--- config.mk ---
export PLATFORM = sky130hd
export DESIGN_NAME = card_dealer
export DESIGN_NICKNAME = d
export VERILOG_FILES = /design/src/rtl/card_dealer.sv
export SDC_FILE = /design/constraint.sdc
export NUM_CORES = 1
export LEC_CHECK = 0
export ABC_AREA = 1
export CAP_MARGIN = 20
export CORE_MARGIN = 1.5
export CORE_UTILIZATION = 45
export DETAILED_ROUTE_END_ITERATION = 7
export GPL_TIMING_DRIVEN = 0
export PLACE_DENSITY = 0.7
export SLEW_MARGIN = 20
export SYNTH_ARGS = -nofsm -noshare
export SYNTH_HDL_FRONTEND = slang
export SYNTH_SLANG_ARGS = --single-unit
--- constraint.sdc ---
create_clock -name clock -period 2.4 [get_ports clock]
set_clock_uncertainty 0.05 [all_clocks]
set_input_delay 0.24 -clock clock [delete_from_list [all_inputs] [get_ports clock]]
set_output_delay 0.24 -clock clock [all_outputs]
set_load 0.005 [all_outputs]
--- src/rtl/card_dealer.sv ---
// Card dealer: a free-running 1..CARD_MAX counter is sampled on each rising
// edge of deal_req and handed to a downstream stage that accepts it with card_ready.
module card_dealer #(
   parameter int unsigned CARD_MAX  = 13,
   parameter int unsigned HAND_SIZE = 6
) (
   input  logic       clock,
   input  logic       reset,
   input  logic       deal_req,
   input  logic       new_hand,
   input  logic       card_ready,
   output logic [3:0] card_out,
   output logic       card_valid,
   output logic [2:0] slot,
   output logic       hand_full
);

   localparam logic [3:0] CMAX  = 4'(CARD_MAX);
   localparam logic [2:0] HSIZE = 3'(HAND_SIZE);

   typedef enum logic [1:0] {
      IDLE = 2'd0,
      HOLD = 2'd1,
      FULL = 2'd2
   } state_t;

   state_t     state, state_n;
   logic [3:0] counter, counter_n;
   logic       prev_req;
   logic       req_edge;
   logic [3:0] card_out_n;
   logic       card_valid_n;
   logic [2:0] slot_n;
   logic       hand_full_n;

   assign req_edge = deal_req & ~prev_req;

   always_ff @(posedge clock) begin
      if (reset) begin
         state      <= IDLE;
         counter    <= 4'd1;
         prev_req   <= 1'b1;
         card_out   <= '0;
         card_valid <= 1'b0;
         slot       <= '0;
         hand_full  <= 1'b0;
      end else begin
         state      <= state_n;
         counter    <= counter_n;
         prev_req   <= deal_req;
         card_out   <= card_out_n;
         card_valid <= card_valid_n;
         slot       <= slot_n;
         hand_full  <= hand_full_n;
      end
   end

   always_comb begin
      state_n      = state;
      card_out_n   = card_out;
      card_valid_n = card_valid;
      slot_n       = slot;
      counter_n    = (counter == CMAX) ? 4'd1 : counter + 4'd1;

      // new_hand beats any coincident deal edge or acceptance
      if (new_hand) begin
         state_n      = IDLE;
         card_out_n   = '0;
         card_valid_n = 1'b0;
         slot_n       = '0;
      end else begin
         case (state)
            IDLE: begin
               if (req_edge) begin
                  card_out_n   = counter;
                  card_valid_n = 1'b1;
                  state_n      = HOLD;
               end
            end
            HOLD: begin
               if (card_ready) begin
                  card_valid_n = 1'b0;
                  slot_n       = slot + 3'd1;
                  state_n      = (slot + 3'd1 == HSIZE) ? FULL : IDLE;
               end
            end
            FULL: begin
               state_n = FULL;
            end
            default: begin
               state_n = IDLE;
            end
         endcase
      end

      hand_full_n = (slot_n == HSIZE);
   end

endmodule
==> results.yml <==
clock_tree:
  cts_setup_buffers: 0
  number_of_cts_inserted_buffers: 3
  clock_tree.htree_level_count: 1
  cts_max_path_buffers: 2
  path_clk_slew_ns: 0.08
  root_buffer: "sky130_fd_sc_hd__clkbuf_4"
  clock_insertion_delay_at_the_later_pin_of_the_skew_report_ns: 0.28
  cts_repair_resize_count: 0
  number_of_sinks_driven_by_the_clock_tree: 16
  cts.hold.buffers_added: 0
  cts_tree: "done"
routing:
  drt-vias-per-instance: 4.67
  iteration_0_drc_count_of_the_detailed_router: 5
  drt-pass1-iter-count: 4
  number_of_routed_nets_with_antenna_violations: 0
  post_drt_wl_per_cell_um: 9.55
  drt-total-wl_mm: 1.17
  route.vias.total: 570
  drt_drc_violations_left: 0
place:
  detailed_place_hpwl_um: 929
  port_buffers: 13
  gp_routability_congestion: 0.818
setup_path:
  largest_stage_delay_on_the_critical_path_ns: 0.52
  critPathKind: "register to output port"
  cp.arrival_ns: 1.20
  endpoint_kind: "output port"
  required_ns: 2.11
  worstSetupStartpointType: "register"
  worstPathCellList: "clkdlybuf4s50_1"
  crit_cells: 1
  cp.buffers_inverters: 1
  timing.critical_path.max_delay_family: "buffers and inverters"
  slowest_stage: "sky130_fd_sc_hd__clkdlybuf4s50_1"
  timing.reg2reg.worst_path_depth: 7
  path_max_fanout: 5
synth:
  syn-instance-count: 91
  syn_nets: 100
  simple_gate_share_of_the_synthesized_area_pct: 28.7
  yosys.cell_types.count: 14
  post_synth_xor_area_fraction_pct: 1.29
  synth.avg_cell_area_um2: 7.48
  postSynthRegisterBits: 16
  post_synth_mux_area_share_pct: 0
  synth_top_area_share_pct: 47.1
  mappedNetlistArea_um2: 681
  synth_warnings: 0
  synth_top_family_by_area: "simple AND/OR/NAND/NOR gates"
  synthAdderAreaFrac_pct: 7.35
  synth-compound-area-share_pct: 7.35
  synth-seq-area-share_pct: 47.1
  cell_taking_the_most_area_after_synthesis: "sky130_fd_sc_hd__dfxtp_1"
  yosys-top-cells-area: "sky130_fd_sc_hd__dfxtp_1, sky130_fd_sc_hd__nand2_1, sky130_fd_sc_hd__inv_1"
global_routing:
  wire_length_of_the_first_global_routing_pass_mm: 1.96
  grtUsageMet2_pct: 21.9
  met3_usage_pct: 3.91
  grt_pass1_vias: 505
  maximum_number_of_pins_on_one_net_before_global_route_repair: 9
  globalRouteOverflowTotal: 0
  gr-max-usage-layer: "met2"
  global_route.usage.total_pct: 15.1
  antenna_found_initial: 0
  grt_util_met1_pct: 18.8
layout:
  sequential_cell_area_um2: 320
  layout-area-overhead-vs-synth_pct: 25.2
  finish.utilization_pct: 63.1
  final_nets: 118
  fillCellCount: 129
  multi_input_area_um2: 304
  post_route_cells_drive_above_1_share_pct: 5.61
  antennaDiodeCount: 0
floorplan:
  total_number_of_placement_rows: 13
  die-width_um: 41.9
  start_util_pct: 50.4
  floorplan_core_area_um2: 1350
  dieHeight_um: 41.9
  ioPinCount: 14
  die_area_um2: 1750
timing:
  maxSlewViolCount: 0
  timing.setup.tns_ns: 0
  min_period_over_period_pct: 62.3
  fmax_ghz: 0.669
  final-hold-violation-count: 0
  grt_setup_unrepaired: "no"
  setup_viol: 0
  max_slew.worst_pin.slew_ns: 0.402
  holdWs_ns: 0.414
  finalCriticalPeriod_ns: 1.49
  normalized_max_slew_margin_pct: 73.1
power_and_ir_drop:
  internal-power_w: 0.000352
  share_clk_of_total_power_pct: 29.6
  total_switching_power_w: 0.000105
  max-vdd-ir-drop_mv: 0.341
  power.share.switching_pct: 23.1
  p_seq_share_pct: 62.0
  power.combinational.fraction_pct: 8.4
  power.density_cell_area_nw_per_um2: 536
  p_leak_nw: 0.351
outcome:
  outcome: "completed"
min_path:
  hp-class: "register to register"
  timing.hold.worst_path_depth: 2
job:
  max_cap_violations: 0
-- metrics by stage --
step / instance area (um^2) / std cells / total power (W) / setup WS, ns
floorplan: 681 / 91 / 0.000311 / 1.30
detailed placement: 830 / 119 / 0.000328 / 0.904
finish: 852 / 122 / 0.000457 / 0.905
global placement: 830 / 119 / 0.000327 / 0.930
CTS: 852 / 122 / 0.000463 / 0.889
global route: 852 / 122 / 0.000478 / 0.833
-- cell usage after synthesis, drive strengths merged --
cell	n
o21ai	2
dfxtp	16
inv	15
a21oi	8
nor2	12
nand2	21
nand3	10
ha	4
nand4	1
xnor2	1
nor3	1
-- cell families (layout without fill, tap and decap cells) --
family | count (synthesis) | after routing
xor+xnor | 1 | 1
compound gates | 10 | 10
buf+inv | 15 | 31
flops | 16 | 16
fa+ha+maj | 4 | 4
simple gates | 45 | 45
-- worst paths after layout --
kind | slack (ns) | endpoint | from
setup / recovery | 0.91 | slot[0] | slot[0]$_SDFF_PP0_
hold / removal | 0.41 | card_out[3]$_SDFFE_PP0P_ | card_out[3]$_SDFFE_PP0P_
setup reg to reg | 1.22 | hand_full$_SDFF_PP0_ | slot[1]$_SDFF_PP0_
hold reg to reg | 0.41 | card_out[3]$_SDFFE_PP0P_ | card_out[3]$_SDFFE_PP0P_
-- power by group through the flow --
stage / logic [W] / clock network, W / registers [W]
after global placement: 0.0000379 / 0 / 0.000289
final: 0.0000383 / 0.000135 / 0.000283
after global routing: 0.0000451 / 0.000149 / 0.000285
after detailed placement: 0.0000386 / 0 / 0.000290
after CTS: 0.0000389 / 0.000141 / 0.000283
after floorplan: 0.0000235 / 0 / 0.000288
-- cell usage in the layout, fill, tap and decap left out --
cell	netlist	layout
sky130_fd_sc_hd__inv_1	15	15
sky130_fd_sc_hd__nor2_1	11	11
sky130_fd_sc_hd__a21oi_1	8	8
sky130_fd_sc_hd__o21ai_0	2	2
sky130_fd_sc_hd__nand3_1	9	9
sky130_fd_sc_hd__xnor2_1	1	1
sky130_fd_sc_hd__dfxtp_1	16	16
sky130_fd_sc_hd__nand2_2	1	1
sky130_fd_sc_hd__nor2_2	1	1
sky130_fd_sc_hd__nand3_2	1	1
sky130_fd_sc_hd__ha_1	4	4
sky130_fd_sc_hd__nand4_1	1	1
sky130_fd_sc_hd__clkbuf_4	0	3
sky130_fd_sc_hd__nand2_1	20	20
sky130_fd_sc_hd__nor3_1	1	1
sky130_fd_sc_hd__clkdlybuf4s50_1	0	13
-- cell type report --
| class | count | share of cell area (%) |
|---|---|---|
| Tap cell | 15 | 2.20 |
| Clock buffer | 3 | 2.64 |
| Multi-Input combinational cell | 60 | 35.7 |
| Sequential cell | 16 | 37.6 |
| Timing Repair Buffer | 13 | 15.3 |
| Inverter | 15 | 6.61 |
-- sequential cells by signal (all words and copies together), names as in the netlist --
register / cells
card_valid: 1
state: 2
slot: 3
card_out: 4
prev_req: 1
counter: 4
hand_full: 1
-- metal layers --
layer	up-vias	share of wire, %
li1	318	-
met1	237	48
met2	10	45
met3	5	4.0
met4	0	3.3
met5	-	0
Note: power is estimated with default switching activity, not from simulation.
